## config.mk

```make
export PLATFORM = sky130hd
export DESIGN_NAME = frame_queue_mac
export DESIGN_NICKNAME = d
export VERILOG_FILES = /design/src/rtl/frame_queue_mac.sv
export SDC_FILE = /design/constraint.sdc
export NUM_CORES = 1
export LEC_CHECK = 0
export CAP_MARGIN = 15
export CORE_ASPECT_RATIO = 1.1
export CORE_MARGIN = 2
export CORE_UTILIZATION = 60
export CTS_CLUSTER_SIZE = 10
export DETAILED_ROUTE_END_ITERATION = 8
export GPL_TIMING_DRIVEN = 0
export PLACE_DENSITY = 0.78
export SYNTH_ARGS = -nofsm -noshare
export SYNTH_HDL_FRONTEND = slang
export SYNTH_SLANG_ARGS = --single-unit
```

## constraint.sdc

```tcl
create_clock -name clk -period 4.6 [get_ports clk]
set_input_delay 0.69 -clock clk [delete_from_list [all_inputs] [get_ports clk]]
set_output_delay 0.69 -clock clk [all_outputs]
set_load 0.03 [all_outputs]
```

## src/rtl/frame_queue_mac.sv

```systemverilog
// rtl/frame_queue_mac.sv - frame-gated FIFO between MAC byte stream and consumer
// Optional status outputs enabled by QUEUE_MAC_STATUS_EN.
module frame_queue_mac #(
    parameter int DATA_WIDTH   = 10,
    parameter int DEPTH        = 16,
    parameter int START_THRESH = DEPTH
) (
    input  logic                    clk,
    input  logic                    reset,
    input  logic                    push_req,
    input  logic [DATA_WIDTH-1:0]   push_data,
    output logic                    push_ack,
    input  logic                    pop_req,
    output logic [DATA_WIDTH-1:0]   pop_data,
    output logic                    pop_ack
`ifdef QUEUE_MAC_STATUS_EN
    ,
    output logic [$clog2(DEPTH):0]  occupancy,
    output logic [$clog2(DEPTH):0]  frames_stored
`endif
);

    localparam int AW = $clog2(DEPTH);
    localparam logic [AW:0] DEPTH_C  = (AW+1)'(DEPTH);
    localparam logic [AW:0] THRESH_C = (AW+1)'(START_THRESH);
    localparam logic [AW:0] ONE_C    = {{AW{1'b0}}, 1'b1};

    typedef enum logic {IDLE, SEND} state_t;

    logic [DATA_WIDTH-1:0] mem_q [DEPTH];
    logic [AW:0]           wptr_q, wptr_d;
    logic [AW:0]           rptr_q, rptr_d;
    logic [AW:0]           frames_q, frames_d;
    state_t                state_q, state_d;

    logic [AW:0] count;
    logic        full, empty;
    logic        push_fire, pop_fire;
    logic        push_last, pop_last;

    assign count     = wptr_q - rptr_q;
    assign full      = (count == DEPTH_C);
    assign empty     = (count == '0);
    assign push_ack  = !full;
    assign pop_ack   = (state_q == SEND) && !empty;
    assign pop_data  = mem_q[rptr_q[AW-1:0]];
    assign push_fire = push_req && push_ack;
    assign pop_fire  = pop_req && pop_ack;
    assign push_last = push_fire && push_data[DATA_WIDTH-1];
    assign pop_last  = pop_fire && pop_data[DATA_WIDTH-1];

`ifdef QUEUE_MAC_STATUS_EN
    assign occupancy     = count;
    assign frames_stored = frames_q;
`endif

    always_comb begin
        wptr_d   = wptr_q;
        rptr_d   = rptr_q;
        frames_d = frames_q;
        state_d  = state_q;
        if (push_fire) begin
            wptr_d = wptr_q + ONE_C;
        end
        if (pop_fire) begin
            rptr_d = rptr_q + ONE_C;
        end
        case ({push_last, pop_last})
            2'b10:   frames_d = frames_q + ONE_C;
            2'b01:   frames_d = frames_q - ONE_C;
            default: frames_d = frames_q;
        endcase
        // The threshold path lets a marker-less full queue drain instead of deadlocking.
        case (state_q)
            IDLE: begin
                if ((frames_q != '0) || (count >= THRESH_C)) begin
                    state_d = SEND;
                end
            end
            SEND: begin
                if (pop_last) begin
                    state_d = IDLE;
                end
            end
            default: state_d = IDLE;
        endcase
    end

    always_ff @(posedge clk) begin
        if (reset) begin
            wptr_q   <= '0;
            rptr_q   <= '0;
            frames_q <= '0;
            state_q  <= IDLE;
        end else begin
            wptr_q   <= wptr_d;
            rptr_q   <= rptr_d;
            frames_q <= frames_d;
            state_q  <= state_d;
        end
    end

    // Storage is never cleared; reset only discards it via the pointers.
    always_ff @(posedge clk) begin
        if (push_fire) begin
            mem_q[wptr_q[AW-1:0]] <= push_data;
        end
    end

endmodule

```

**Yosys cells after proc, flatten, opt, wreduce, memory -nomap -nowiden**

Memories as Yosys holds them, arrays and structs flattened. A register that Yosys moved wholly into a read port is not among the register bits.
Index checks and enable logic that the tools add are counted.

- Bits of input ports: 14
- Logic and storage cells: 34
- ROM bits: 0
- Bits in writable memories: 160
- Memories: 1
- Output and inout bits: 12
- Flip-flop bits (word level): 16
- Latch bits: 0

Memories:

| memory | depth | width | read ports | clocked after Yosys merged registers in | wr ports | RTL line | RTL |
|---|---|---|---|---|---|---|---|
| mem_q | 16 | 10 | 1 | 1 | 1 | 30 | `logic [DATA_WIDTH-1:0] mem_q [DEPTH];` |

- Add/subtract/negate cells: 5
- Order comparisons: 1
- Bitwise gates (word level): 1
- Multiply operators: 0
- Reduce and logical (&&, ||, !) cells: 11
- Equal/unequal tests: 3
- Div/mod/pow operators: 0
- Mux-type cells: 8
- Shifts and indexed selects: 0

Operators with widths:

| operator | count |
|---|---|
| 5-bit by 1-bit adder with 5-bit output, second input constant | 3 |
| 5-bit case mux with 2 select lines | 1 |
| 4-bit 2-to-1 mux | 2 |
| 5-bit == test, second input constant | 1 |
| 5-bit >= comparator, second input constant | 1 |
| 1-bit logical AND | 5 |
| 5-bit zero test | 1 |
| 5-bit nonzero test | 1 |
| 5-bit by 1-bit subtractor with 5-bit output, second input constant | 1 |
| 5-bit subtractor | 1 |
| 1-bit 2-to-1 mux | 4 |
| 2-bit by 1-bit == test with 1-bit output, second input constant | 1 |
| 2-bit == test, second input constant | 1 |
| 1-bit zero test | 2 |
| 1-bit case mux with 2 select lines | 1 |
| 2-bit nonzero test | 1 |
| 1-bit logical OR | 1 |
| 1-bit inverter | 1 |

**Depth between registers and ports, before layout**

Gate-level depths: netlist (run 1).

- Word-level depth: 8
- Gate-level depth with buffers: 16
- Mapped depth without buffers: 15

**Least setup slack after synthesis (run 1)**

Ideal clock, no wire load.

- Kind: register to register
- From: register with a tool-made name
- To: register frames_q[4]
- Cell stages (with the launch flop): 14
- Path buffers: 3
- Required time: 4.479 ns
- Slack: 1.032 ns
- Arrival time: 3.447 ns
- Clock period less this slack: 3.568 ns
- Library setup time: 0.121 ns
- Cell sequence: dfxtp_1 -> buf_6 -> buf_8 -> mux4_2 -> mux4_2 -> and2_1 -> ha_1 -> clkbuf_1 -> xor2_1 -> ha_1 -> o21a_1 -> o21ai_0 -> a41oi_2 -> mux2_4

RTL lines:

| item | RTL line | RTL |
|---|---|---|
| end signal: assignment | 98 | `frames_q <= frames_d;` |
| end: declaration | 33 | `logic [AW:0] frames_q, frames_d;` |

==> results of run 1 <==
==> how the worst min path moves through the flow <==
stage / from / endpoint / cells after the start
after floorplan: wptr_q[4] / wptr_q[4] / 2
after global routing: wptr_q[4] / wptr_q[4] / 2
after CTS: wptr_q[4] / wptr_q[4] / 2
after global placement: wptr_q[4] / wptr_q[4] / 2
after detailed placement: wptr_q[4] / wptr_q[4] / 2
final: wptr_q[4] / wptr_q[4] / 2
==> cells in the mapped netlist, drive strengths merged, types with 3 or more instances <==
library cell and instances:
a21oi 8, and2 4, buf 11, clkbuf 10, dfxtp 20, edfxtp 160, ha 12, inv 6
mux4 50, nand2 10, nand2b 3, nand4 4, nor2 33, nor3 7, o21ai 5, xnor2 7
xor2 7
==> flip-flops by register name, indices dropped and copies added, names as in the netlist, named ones only <==
name / count
frames_q: 5
mem_q: 160
rptr_q: 5
state_q: 1
wptr_q: 5
==> power groups by stage <==
stage	Clock, W	Combinational, W	Sequential, W
6_report	0.00149	0.000688	0.00187
5_1_grt	0.00157	0.000738	0.00188
4_1_cts	0.00150	0.000693	0.00187
3_5_place_dp	0	0.000689	0.00191
3_3_place_gp	0	0.000654	0.00191
2_1_floorplan	0	0.000469	0.00190
==> cell usage in the layout (no fill, tap or decap), drive strengths merged, types with 2 or more instances in the layout <==
cell type and n:
o41a 2, o21ai 5, ha 12, buf 22
edfxtp 160, clkinv 6, bufinv 4, nand2 10
nand2b 3, nor2 33, nor3b 2, clkbuf 29
and2 4, dfxtp 20, nand4 4, xnor2 7
clkinvlp 2, inv 7, mux4 50, a21oi 8
nor3 7, xor2 7, a21o 2, a311oi 2
nor2b 2, clkdlybuf4s50 25, nor4 2
==> stage by stage <==
stage / utilization [%] / hold WS [ns] / total power [W] / setup WS, ns
detailed placement: 65.6 / 0.557 / 0.00260 / 0.701
global route: 71.4 / 0.605 / 0.00419 / 0.140
global placement: 65.1 / 0.516 / 0.00256 / 0.424
floorplan: - / 0.494 / 0.00237 / 1.03
CTS: 70.7 / 0.566 / 0.00407 / 0.246
finish: 71.4 / 0.575 / 0.00406 / 0.331
==> routing by layer <==
| layer | wire length (um) | up-vias | part of all wire [%] | global-route usage, % |
|---|---|---|---|---|
| li1 | - | 1673 | - | - |
| met1 | 6120 | 1952 | 40 | 33.9 |
| met3 | 826 | 27 | 5.4 | 5.21 |
| met5 | 0 | - | 0 | 0 |
| met4 | 389 | 0 | 2.6 | 9.02 |
| met2 | 7890 | 151 | 52 | 41.6 |
==> logic make-up after synthesis <==
logic type	synth area share (%)
buf+inv	1.75
mux	15.8
simple gates	4.63
fa+ha+maj	2.04
flops	70.8
compound gates	3.30
xor+xnor	1.67
==> critical path: stages, from the launching register on <==
cell and delay, ns:
dfxtp_1 0.31, clkbuf_1 0.58, clkbuf_1 0.73, mux4_2 0.42
mux4_2 0.50, clkdlybuf4s50_1 0.61
==> cell type report <==
class	instances	area [um2]	share of cell area [%]
Multi-Input combinational cell	180	2040	23.8
Sequential cell	180	5200	60.9
Tap cell	154	193	2.25
Inverter	6	22.5	0.263
Timing Repair Buffer	36	370	4.33
Clock buffer	19	433	5.06
Clock inverter	13	183	2.14
Buffer	21	106	1.24
==> run metrics, run 1 <==
Initial Util 61.4%; Final period util 92.8%; worst vdd ir 291 uV; first-pass GRT wire length 22900 um; Setup Skew 0.00686 ns; Mapped Cells 387; fmax 234 MHz; hold_buf cts 0; full die area 13200 um2; CP Launch Type register; Crit path required time ~3.9 ns; clk sinks between 150 and 200; min cycle time layout roughly 4.3 ns; Final Non-Filler Cells 609; Pwr per Cell Area 474 nW/um2; r2r worst-path depth 12; die width 110 um; placed inst area 7860 um2; Synth Flop Type edfxtp_1; Yosys reg bits 180; clock tree buffer depth 2; Inst Count DP 570; Num CTS Buffers 17; count of cell types in the netlist 47; fraction of registers with async set/reset 0%; DR vias 3803; Logic pwr share between 10% and 20%; boundary pin count 26; peak fanout along the critical path 10; RSZ-0062 raised after global routing false; post-synthesis area per instance 19.0 um2; post-synth top area share 65.4%; Resized cells post-CTS 0; largest net degree at the start of global routing 18; iteration-0 DRC count of the detailed router 415; Internal 0.00306 W; iteration count of the initial detailed-routing pass 5; Syn Nets 413; sequential share of power 46.2%; status completed; HPWL after DPL 9150 um; reg2reg setup slack 0.67 ns; H-tree depth 4; Synth area leader edfxtp_1; GR Util All Layers around 25%; CP Capture Type primary output; Die Y 120 um; P_sw 0.000992 W; Worst-Margin Slew roughly 1.2 ns; number of port buffers 25; DRC 0; sequential fraction of the synthesis area 70.8%; Fin. Hold Viols 0; P_leak 2.75 nW; Worst-Skew Late Latency 0.42 ns; Post-synth EDFFs 160; Area Overhead vs Synth 16.3%; nets 468; CTS tree yes; share of layout cells above drive strength 1 22.2%; clock network fraction of design power 36.8%; CP Class register to primary output; synth warn 0; endpoints failing setup 0; GPL Wtd Cong 0.805; CP Capture Point pop_data[2]; # diodes 0; Arr. time, crit path 3.58 ns; wire length per cell 25.0 um; Max Slew Vio Count 0; Post CTS Setup Buffer Count 0; Reg-to-Reg End frames_q[4]; Post-DRT Antenna Nets 0; Mapped Area 7350 um2; vias in the first global route 3879; FP Rows 42; fillcell total 747; Core Region 12000 um2; setup_tns 0 ns; Worst-path clk slew ~0.060 ns; top cells by area, synth edfxtp_1 (65%), mux4_2 (14%), dfxtp_1 (5.4%); MaxCap Viol Count 0; grt ovf 0; Vias/cell 6.24; initial antenna violation count 0; Worst slew margin 19.5%; Root Buffer clkbuf_16; post-route cell area ~8600 um2; switching portion of total power between 20 and 25%; final wirelength 15200 um; Hold/Removal Path Class register to register
No activity file was read; power rests on OpenSTA's default activity.
==> run 2, diff against run 1 <==
--- a/config.mk
+++ b/config.mk
@@ -11,7 +11,6 @@
 export CORE_UTILIZATION = 60
 export CTS_CLUSTER_SIZE = 10
 export DETAILED_ROUTE_END_ITERATION = 8
-export GPL_TIMING_DRIVEN = 0
 export PLACE_DENSITY = 0.78
 export SYNTH_ARGS = -nofsm -noshare
 export SYNTH_HDL_FRONTEND = slang
==> run 2 against run 1 <==
Worst setup slack improved by 0.26 ns. Combinational power fell by 7.7%. Fmax rose by 6.6%. Largest power group unchanged. Register-to-register slack got worse by 0.08 ns. Sequential share of layout area rose by 0.86 points. Worst hold slack got worse by 0.031 ns. Global-route usage fell by 0.92 points. Die area did not move. Non-clock buffer count fell by 12. Total power fell by 3.6%. Highest routed layer unchanged. Sequential power barely moved. Final cell count fell by 2.0%.
==> run metrics, run 2 (synthesized netlist as in run 1, its figures left out) <==
status completed (unchanged); peak fanout along the critical path 11 (was 10); # diodes 0 (unchanged); Setup Skew 0.00827 ns (was 0.00686 ns); GPL Wtd Cong 0.878 (was 0.805); met1 Use GR 33.7% (was 33.9%); dpl ws 0.674 ns (was 0.701 ns); most frequent cells in the layout edfxtp_1 (160), mux4_2 (47), nor2_1 (33) (unchanged); nets 456 (was 468); die width 110 um (unchanged); MaxCap Viol Count 0 (unchanged); vias in the first global route 3855 (was 3879); M3 GR Usage 5.38% (was 5.21%); most used routing layer met2 (unchanged); top cell family by delay on the critical path compound AO/OA/AOI/OAI gates (was buffers and inverters); CP Class register to register (was register to primary output); max FFs per register 160 (unchanged); GR Util All Layers 24.4% (was 25.4%); Worst-Margin Slew 0.753 ns (was 1.20 ns); slowest stage delay, CP 0.46 ns (was 0.73 ns); wire length per cell 23.9 um (was 25.0 um); grt ovf 0 (unchanged); Hold/Removal Path Class register to register (unchanged); Post-DRT Antenna Nets 0 (unchanged); Design Power 0.00391 W (was 0.00406 W); Crit path required time 4.92 ns (was 3.91 ns); full die area 13200 um2 (unchanged); HPWL after DPL 8630 um (was 9150 um); FP Rows 42 (unchanged); Arr. time, crit path 4.32 ns (was 3.58 ns); CP Launch Type register (unchanged); iteration-0 DRC count of the detailed router 417 (was 415); Worst slew margin 49.6% (was 19.5%); placed inst area 7860 um2 (unchanged); post-route cell area 8430 um2 (was 8550 um2); Max Slew Vio Count 0 (unchanged); largest net degree at the start of global routing 25 (was 18); boundary pin count 26 (unchanged); DRC 0 (unchanged); Num CTS Buffers 17 (unchanged); CP Capture Type register (was primary output); CP bufs+invs 1 (was 3); setup ws final 0.593 ns (was 0.331 ns); Worst-Skew Late Latency 0.43 ns (was 0.42 ns); P_leak 2.72 nW (was 2.75 nW); DR vias 3683 (was 3803); Core Region 12000 um2 (unchanged); share of layout cells above drive strength 1 24.2% (was 22.2%); M2 GR Usage 38.4% (was 41.6%); Die Y 120 um (unchanged); Initial Util 61.4% (unchanged); H-tree depth 4 (unchanged); initial antenna violation count 0 (unchanged); worst vdd ir 267 uV (was 291 uV); Vias/cell 6.17 (was 6.24); first-pass GRT wire length 22400 um (was 22900 um); fmax 250 MHz (was 234 MHz); Final period util 87.1% (was 92.8%); Root Buffer clkbuf_16 (unchanged); Pwr per Cell Area 464 nW/um2 (was 474 nW/um2); iteration count of the initial detailed-routing pass 4 (was 5); Fin. Hold Viols 0 (unchanged); Resized cells post-CTS 0 (unchanged); clock tree buffer depth 2 (unchanged); number of port buffers 25 (unchanged); cell chain of the critical path inv_1 -> ha_1 -> nor2b_1 -> o22ai_1 -> xnor2_1 -> o41a_1 -> and2_1 -> ha_1 -> xor2_1 -> ha_1 -> a31oi_1 -> a311oi_2 -> a41oi_2 -> mux2_4 (was clkbuf_1 -> clkbuf_1 -> mux4_2 -> mux4_2 -> clkdlybuf4s50_1); clk sinks 180 (unchanged); hold_buf cts 0 (unchanged); Post CTS Setup Buffer Count 0 (unchanged); Worst path slowest cell o41a_1 (was clkbuf_1); crit-path most repeated cell ha_1; Worst-path clk slew 0.06 ns (about the same); commonest non-fill, non-tap cell in the layout edfxtp_1 (unchanged); Area Overhead vs Synth 14.7% (was 16.3%); endpoints failing setup 0 (unchanged); setup_tns 0 ns (unchanged); min cycle time layout 4.01 ns (was 4.27 ns); RSZ-0062 raised after global routing false (unchanged); CTS tree yes (unchanged); final wirelength 14300 um (was 15200 um)
[run 2: changes by cell type in the layout (fill, tap and decap cells not counted), moves of 3 or more]
cell and change:
clkbuf_1 -11, buf_4 +18, clkbuf_8 +3, buf_6 -11
bufinv_16 -3, buf_1 -4, buf_2 -4
[run 2: final timing paths]
check / startpoint / to / depth (start not counted) / slack [ns]
max reg2reg: wptr_q[0] / frames_q[4] / 14 / 0.59
min reg2reg: wptr_q[4] / wptr_q[4] / 2 / 0.54
min: wptr_q[4] / wptr_q[4] / 2 / 0.54
max: wptr_q[0] / frames_q[4] / 14 / 0.59
[run 2: through the flow]
step	std cells	hold WS, ns	utilization (%)
6_report	597	0.545	70.4
4_1_cts	597	0.546	70.4
3_3_place_gp	565	0.522	65.6
5_1_grt	597	0.592	70.4
3_5_place_dp	565	0.536	65.6
2_1_floorplan	387	0.494	-
[run 2: layout make-up]
type,instances,area (um2)
Fill cell,774,3550
Tap cell,154,193
Multi-Input combinational cell,180,2040
Timing Repair Buffer,45,400
Inverter,6,22.5
Clock inverter,11,103
Sequential cell,180,5210
Clock buffer,21,470
[run 2: where the power goes]
part / total [W] / internal, W / leakage, nW / switching, W
combinational: 0.000635 / 0.000295 / 0.833 / 0.000340
clock: 0.00138 / 0.000790 / 0.275 / 0.000594
sequential: 0.00189 / 0.00185 / 1.61 / 0.0000466
total: 0.00391 / 0.00293 / 2.72 / 0.000981
[run 2: per-layer routing]
layer | routed length, um | part of all wire, % | up-vias
met5 | 0 | 0 | -
met4 | 263 | 1.8 | 0
met3 | 835 | 5.9 | 20
met2 | 7250 | 51 | 116
met1 | 5910 | 41 | 1897
li1 | - | - | 1650
[run 2: worst register-to-register path: cells and delay by family, from the launching register on]
kind                       cells  cell delay [ns]
adders and majority gates      3             0.85
buffers and inverters          1             0.11
and+or+nand+nor                2             0.49
AOI/OAI and AO/OA              5             1.15
muxes                          1             0.33
xor gates and xnor gates       2             0.57
DFF                            1             0.41
